<file path="src/rtl/univ_shift_reg_pkg.sv">
// Shared constants for the universal shift/count register.
// Mode encodings and count direction values.
package univ_shift_reg_pkg;

    localparam logic [2:0] MODE_HOLD = 3'b000;
    localparam logic [2:0] MODE_LOAD = 3'b001;
    localparam logic [2:0] MODE_SHL  = 3'b010;
    localparam logic [2:0] MODE_SHR  = 3'b011;
    localparam logic [2:0] MODE_ROL  = 3'b100;
    localparam logic [2:0] MODE_ROR  = 3'b101;
    localparam logic [2:0] MODE_CNT  = 3'b110;
    localparam logic [2:0] MODE_CLR  = 3'b111;

    localparam logic DIR_DOWN = 1'b0;
    localparam logic DIR_UP   = 1'b1;

endpackage

</file>
<file path="src/rtl/univ_reg_cell.sv">
// One-bit slice: next-state mux plus flip-flop with synchronous reset.
// Neighbour and count inputs are resolved by the parent.
module univ_reg_cell
    import univ_shift_reg_pkg::*;
#(
    parameter logic RST_BIT = 1'b0
) (
    input  logic       i_clk,
    input  logic       i_rst,
    input  logic       i_en,
    input  logic [2:0] i_mode,
    input  logic       i_d,
    input  logic       i_lin,
    input  logic       i_rin,
    input  logic       i_cnt,
    output logic       o_q
);

    logic r_q;
    logic w_nxt;

    // Unknown mode values fall through to hold.
    always_comb begin
        w_nxt = r_q;
        case (i_mode)
            MODE_HOLD: w_nxt = r_q;
            MODE_LOAD: w_nxt = i_d;
            MODE_SHL:  w_nxt = i_lin;
            MODE_ROL:  w_nxt = i_lin;
            MODE_SHR:  w_nxt = i_rin;
            MODE_ROR:  w_nxt = i_rin;
            MODE_CNT:  w_nxt = i_cnt;
            MODE_CLR:  w_nxt = 1'b0;
            default:   w_nxt = r_q;
        endcase
    end

    always_ff @(posedge i_clk) begin
        if (i_rst) begin
            r_q <= RST_BIT;
        end else if (i_en) begin
            r_q <= w_nxt;
        end
    end

    assign o_q = r_q;

endmodule

</file>
<file path="src/rtl/univ_shift_reg.sv">
// WIDTH-bit universal register: load, shift, rotate, count, clear.
// Serial and terminal-count outputs allow cascading instances.
module univ_shift_reg
    import univ_shift_reg_pkg::*;
#(
    parameter int          WIDTH     = 8,
    parameter logic [31:0] RESET_VAL = 32'h0
) (
    input  logic             C,
    input  logic             RE,
    input  logic             EN,
    input  logic [2:0]       MODE,
    input  logic [WIDTH-1:0] D,
    input  logic             SI_LSB,
    input  logic             SI_MSB,
    output logic [WIDTH-1:0] Q,
    output logic [WIDTH-1:0] Qnot,
    output logic             SO_MSB,
    output logic             SO_LSB,
    output logic             TC
);

    localparam logic [WIDTH-1:0] RV = RESET_VAL[WIDTH-1:0];

    logic [WIDTH-1:0] w_q;
    logic [WIDTH-1:0] w_lin;
    logic [WIDTH-1:0] w_rin;
    logic [WIDTH-1:0] w_match;
    logic [WIDTH-1:0] w_tog;
    logic [WIDTH-1:0] w_cnt;

    // A bit toggles when every lower bit already sits at the wrap value
    // for the chosen direction: all ones counting up, all zeros down.
    assign w_match = (D[0] == DIR_UP) ? w_q : ~w_q;
    assign w_cnt   = w_q ^ w_tog;

    for (genvar i = 0; i < WIDTH; i++) begin : g_bit
        if (i == 0) begin : g_lo
            assign w_lin[i] = (MODE == MODE_ROL) ? w_q[WIDTH-1] : SI_LSB;
            assign w_tog[i] = 1'b1;
        end else begin : g_hi
            assign w_lin[i] = w_q[i-1];
            assign w_tog[i] = &w_match[i-1:0];
        end

        if (i == WIDTH - 1) begin : g_top
            assign w_rin[i] = (MODE == MODE_ROR) ? w_q[0] : SI_MSB;
        end else begin : g_mid
            assign w_rin[i] = w_q[i+1];
        end

        univ_reg_cell #(
            .RST_BIT (RV[i])
        ) u_cell (
            .i_clk  (C),
            .i_rst  (RE),
            .i_en   (EN),
            .i_mode (MODE),
            .i_d    (D[i]),
            .i_lin  (w_lin[i]),
            .i_rin  (w_rin[i]),
            .i_cnt  (w_cnt[i]),
            .o_q    (w_q[i])
        );
    end

    assign Q      = w_q;
    assign Qnot   = ~w_q;
    assign SO_MSB = w_q[WIDTH-1];
    assign SO_LSB = w_q[0];
    assign TC     = EN & (MODE == MODE_CNT) & (&w_match);

endmodule

</file>
<file path="config.mk">
export PLATFORM = sky130hd
export DESIGN_NAME = univ_shift_reg
export DESIGN_NICKNAME = d
export VERILOG_FILES = /design/src/rtl/univ_shift_reg_pkg.sv /design/src/rtl/univ_reg_cell.sv /design/src/rtl/univ_shift_reg.sv
export SDC_FILE = /design/constraint.sdc
export NUM_CORES = 1
export LEC_CHECK = 0
export BUFFER_PORTS_ARGS = -buffer_cell sky130_fd_sc_hd__buf_4
export CAP_MARGIN = 0
export CELL_PAD_IN_SITES_DETAIL_PLACEMENT = 0
export CELL_PAD_IN_SITES_GLOBAL_PLACEMENT = 1
export CORE_ASPECT_RATIO = 1.75
export CORE_MARGIN = 5
export CORE_UTILIZATION = 36
export DETAILED_ROUTE_END_ITERATION = 8
export PLACE_DENSITY = 0.93
export REMOVE_ABC_BUFFERS = 1
export SYNTH_ARGS = -nofsm -noshare
export SYNTH_HDL_FRONTEND = slang
export SYNTH_SLANG_ARGS = --single-unit
</file>
<file path="constraint.sdc">
create_clock -name C -period 2.7 [get_ports C]
set_clock_uncertainty 0.1 [all_clocks]
set_input_delay 0.135 -clock C [delete_from_list [all_inputs] [get_ports C]]
set_output_delay 0.135 -clock C [all_outputs]
set_load 0.03 [all_outputs]
</file>
==> flow_summary_export.csv <==
group,metric,value,unit
worst_setup_path,critPathSlowestCell,"or4_4",
cts,clk_pin_slew,0.04,ns
floorplanning,die_h,78.4,µm
cts,postCtsResizedCells,0,
grt,grt_pass1_vias,1055,
worst_setup_path,arrival,1.97,ns
grt,gr-total-overflow,0,
yosys,synth_top_area_share,16.6,%
yosys,synth_enable_flop_cells,0,
timing,fmax,453,MHz
pwr,power,0.491,mW
cts,h-tree-depth,1,
cts,clock_sinks,8,
yosys,synth-xor-area-share,4.55,%
placement,pre_cts_ws,0.761,ns
final_layout,finalNetCount,174,
placement,place_hpwl,2.17,mm
yosys,yosysWarnings,0,
final_layout,area.sequential,160,µm²
floorplanning,io_pins,35,
detailed_routing,drc,0,
detailed_routing,drtPass1Iterations,4,
detailed_routing,routed_via_density,5.94,
yosys,synth_fa_ha_area_share,0,%
worst_setup_path,start_kind,"register",
pwr,p_leak,0.514,nW
detailed_routing,ant_nets,0,
floorplanning,start_util,38.2,%
final_layout,final_area,0.00118,mm²
yosys,syn_inst,138,
worst_setup_path,cp_top_family,"simple AND/OR/NAND/NOR gates",
placement,io_buffers,34,
floorplanning,dieArea,0.00385,mm²
yosys,yosys.area.top_type,"dfxtp_1",
final_layout,antenna_cells,0,
final_layout,final_cells,182,
timing,layout_setup_ws,0.493,ns
cts,clk_latency,0.23,ns
timing,post-route-period-util,81.7,%
timing,holdWs,0.0703,ns
final_layout,syn2layout_area_growth,22.3,%
worst_setup_path,crit_fanout,10,
cts,cts_buffer_depth,2,
yosys,synth_top_cells_by_area,"dfxtp_1, buf_4, mux2i_1, nor2_1, a21oi_1",
worst_setup_path,crit_path_end_kind,"output pin",
floorplanning,die_w,49.1,µm
yosys,synth.most_common_cell,"nor2_1",
floorplanning,row_count,24,
cts,clockRootBuffer,"clkbuf_8",
yosys,synth_compound_area_share,30.3,%
yosys,synthArstFlopShare,0,%
cts,post_cts_buffers,0,
grt,grt_pass1_wl,4.77,mm
timing,setup_viol,0,
timing,grt_setup_unrepaired,"false",
timing,slew_viol_final,0,
placement,gp_congestion,0.881,
yosys,synth_seq_cells,8,
yosys,synth_flop_cell,"dfxtp_1",
worst_setup_path,path_class,"register to output pin",
worst_setup_path,cpPeakStageDelay,0.59,ns
final_layout,multi_input_area,637,µm²
pwr,ir_worst_vdd,0.316,mV
floorplanning,core,0.00252,mm²
final_layout,drive_gt1_share,26.3,%
timing,tns,0,ns
detailed_routing,routed_wl,2.92,mm
yosys,synth_cell_type_count,46,
worst_setup_path,path_cells,"or4_4 -> o22a_1 -> nor4_1 -> buf_4",
detailed_routing,vias,1081,
grt,grt_antenna_before_repair,0,
cts,cts_buffers,3,
yosys,synth_top_family_by_area,"compound AO/OA/AOI/OAI gates",
flow_run,drv_cap,0,
yosys,syn_avg_cell_area,6.98,µm²
yosys,ys_seq_area_share,16.6,%
detailed_routing,wl_per_cell,16.1,µm
timing,tightest_slew,0.390,ns
yosys,synth.area.mux_share,7.40,%
timing,period_minus_slack,2.21,ns
yosys,synth.top_cells.by_count,"nor2_1, inv_1, a21oi_1",
yosys,synthSimpleGateAreaFrac,23.9,%
final_layout,post-route-util,46.7,%
final_layout,fill_cells,266,
run_status,status,"finished, final reports clean",
grt,grtUsageTotal,15.0,%
yosys,synth_area,963,µm²
grt,grt_start_max_net_pins,28,
placement,dpl_cell_area,0.00114,mm²
cts,cts_hold_buf,0,
worst_setup_path,path_buf_inv,1,
min_path,hold_class,"primary input to register",
timing,finalHoldViolCount,0,
timing,slew_headroom,73.3,%
detailed_routing,drt_iter0_markers,73,
cts,cts_tree,"done",
pwr,powerDensity,417,mW/mm²
placement,dp.cells,179,
worst_setup_path,required,2.47,ns
final_layout,largest_reg_flops,8,
-- cell usage in the layout (no fill, tap or decap), types with 2 or more instances in the layout --
cell type,Yosys,final
buf_4,9,35
nor2_1,14,14
inv_1,12,12
a21oi_1,10,10
dfxtp_1,8,8
nor3_1,7,7
o21ai_0,7,7
nand2_1,6,6
mux2i_1,6,6
xnor2_1,4,4
o31ai_1,3,3
a211oi_1,3,3
a32o_1,3,3
clkbuf_8,0,3
nand4_1,2,2
and3_1,2,2
nor4_1,2,2
or3_1,2,2
nand3_1,2,2
nor2b_1,2,2
-- where the power goes --
part | internal [mW] | switching (mW)
Sequential | 0.127 | 0.0188
Combinational | 0.0821 | 0.116
Clock | 0.0969 | 0.0501
-- worst register-to-register path, stage by stage (launching register included) --
cell,delay [ns]
dfxtp_1,0.40
or4_4,0.59
o22ai_1,0.24
a2111oi_0,0.15
a211o_1,0.29
-- cell type report --
class,instances,share of cell area (%)
Timing Repair Buffer,35,22.3
Inverter,12,3.82
Sequential cell,8,13.6
Multi-Input combinational cell,98,54.0
Clock buffer,3,3.50
Tap cell,26,2.76
-- cell families (layout without fill, tap and decap cells) --
group                  after synthesis  in the layout
AND/OR/NAND/NOR                     45             45
AO/OA/AOI/OAI                       41             41
buffers and inverters               32             50
flip-flops                           8              8
multiplexers                         7              7
XOR/XNOR                             5              5
-- per-layer routing --
| layer | global-route usage (%) | vias up | share of wire (%) |
|---|---|---|---|
| met5 | 0 | - | 0 |
| met4 | 7.01 | 0 | 1.3 |
| met3 | 3.41 | 4 | 5.8 |
| met2 | 26.2 | 44 | 53 |
| met1 | 16.6 | 497 | 40 |
| li1 | - | 536 | - |
-- path summary, 6_finish.rpt --
check | from | endpoint | slack (ns) | cells after the start
hold / removal | RE | g_bit[0].u_cell.o_q | 0.07 | 2
setup / recovery | g_bit[1].u_cell.o_q | TC | 0.49 | 4
setup reg to reg | g_bit[1].u_cell.o_q | g_bit[6].u_cell.o_q | 0.81 | 4
hold reg to reg | g_bit[0].u_cell.o_q | g_bit[0].u_cell.o_q | 0.50 | 2
Power figures use the tool's default switching activity.
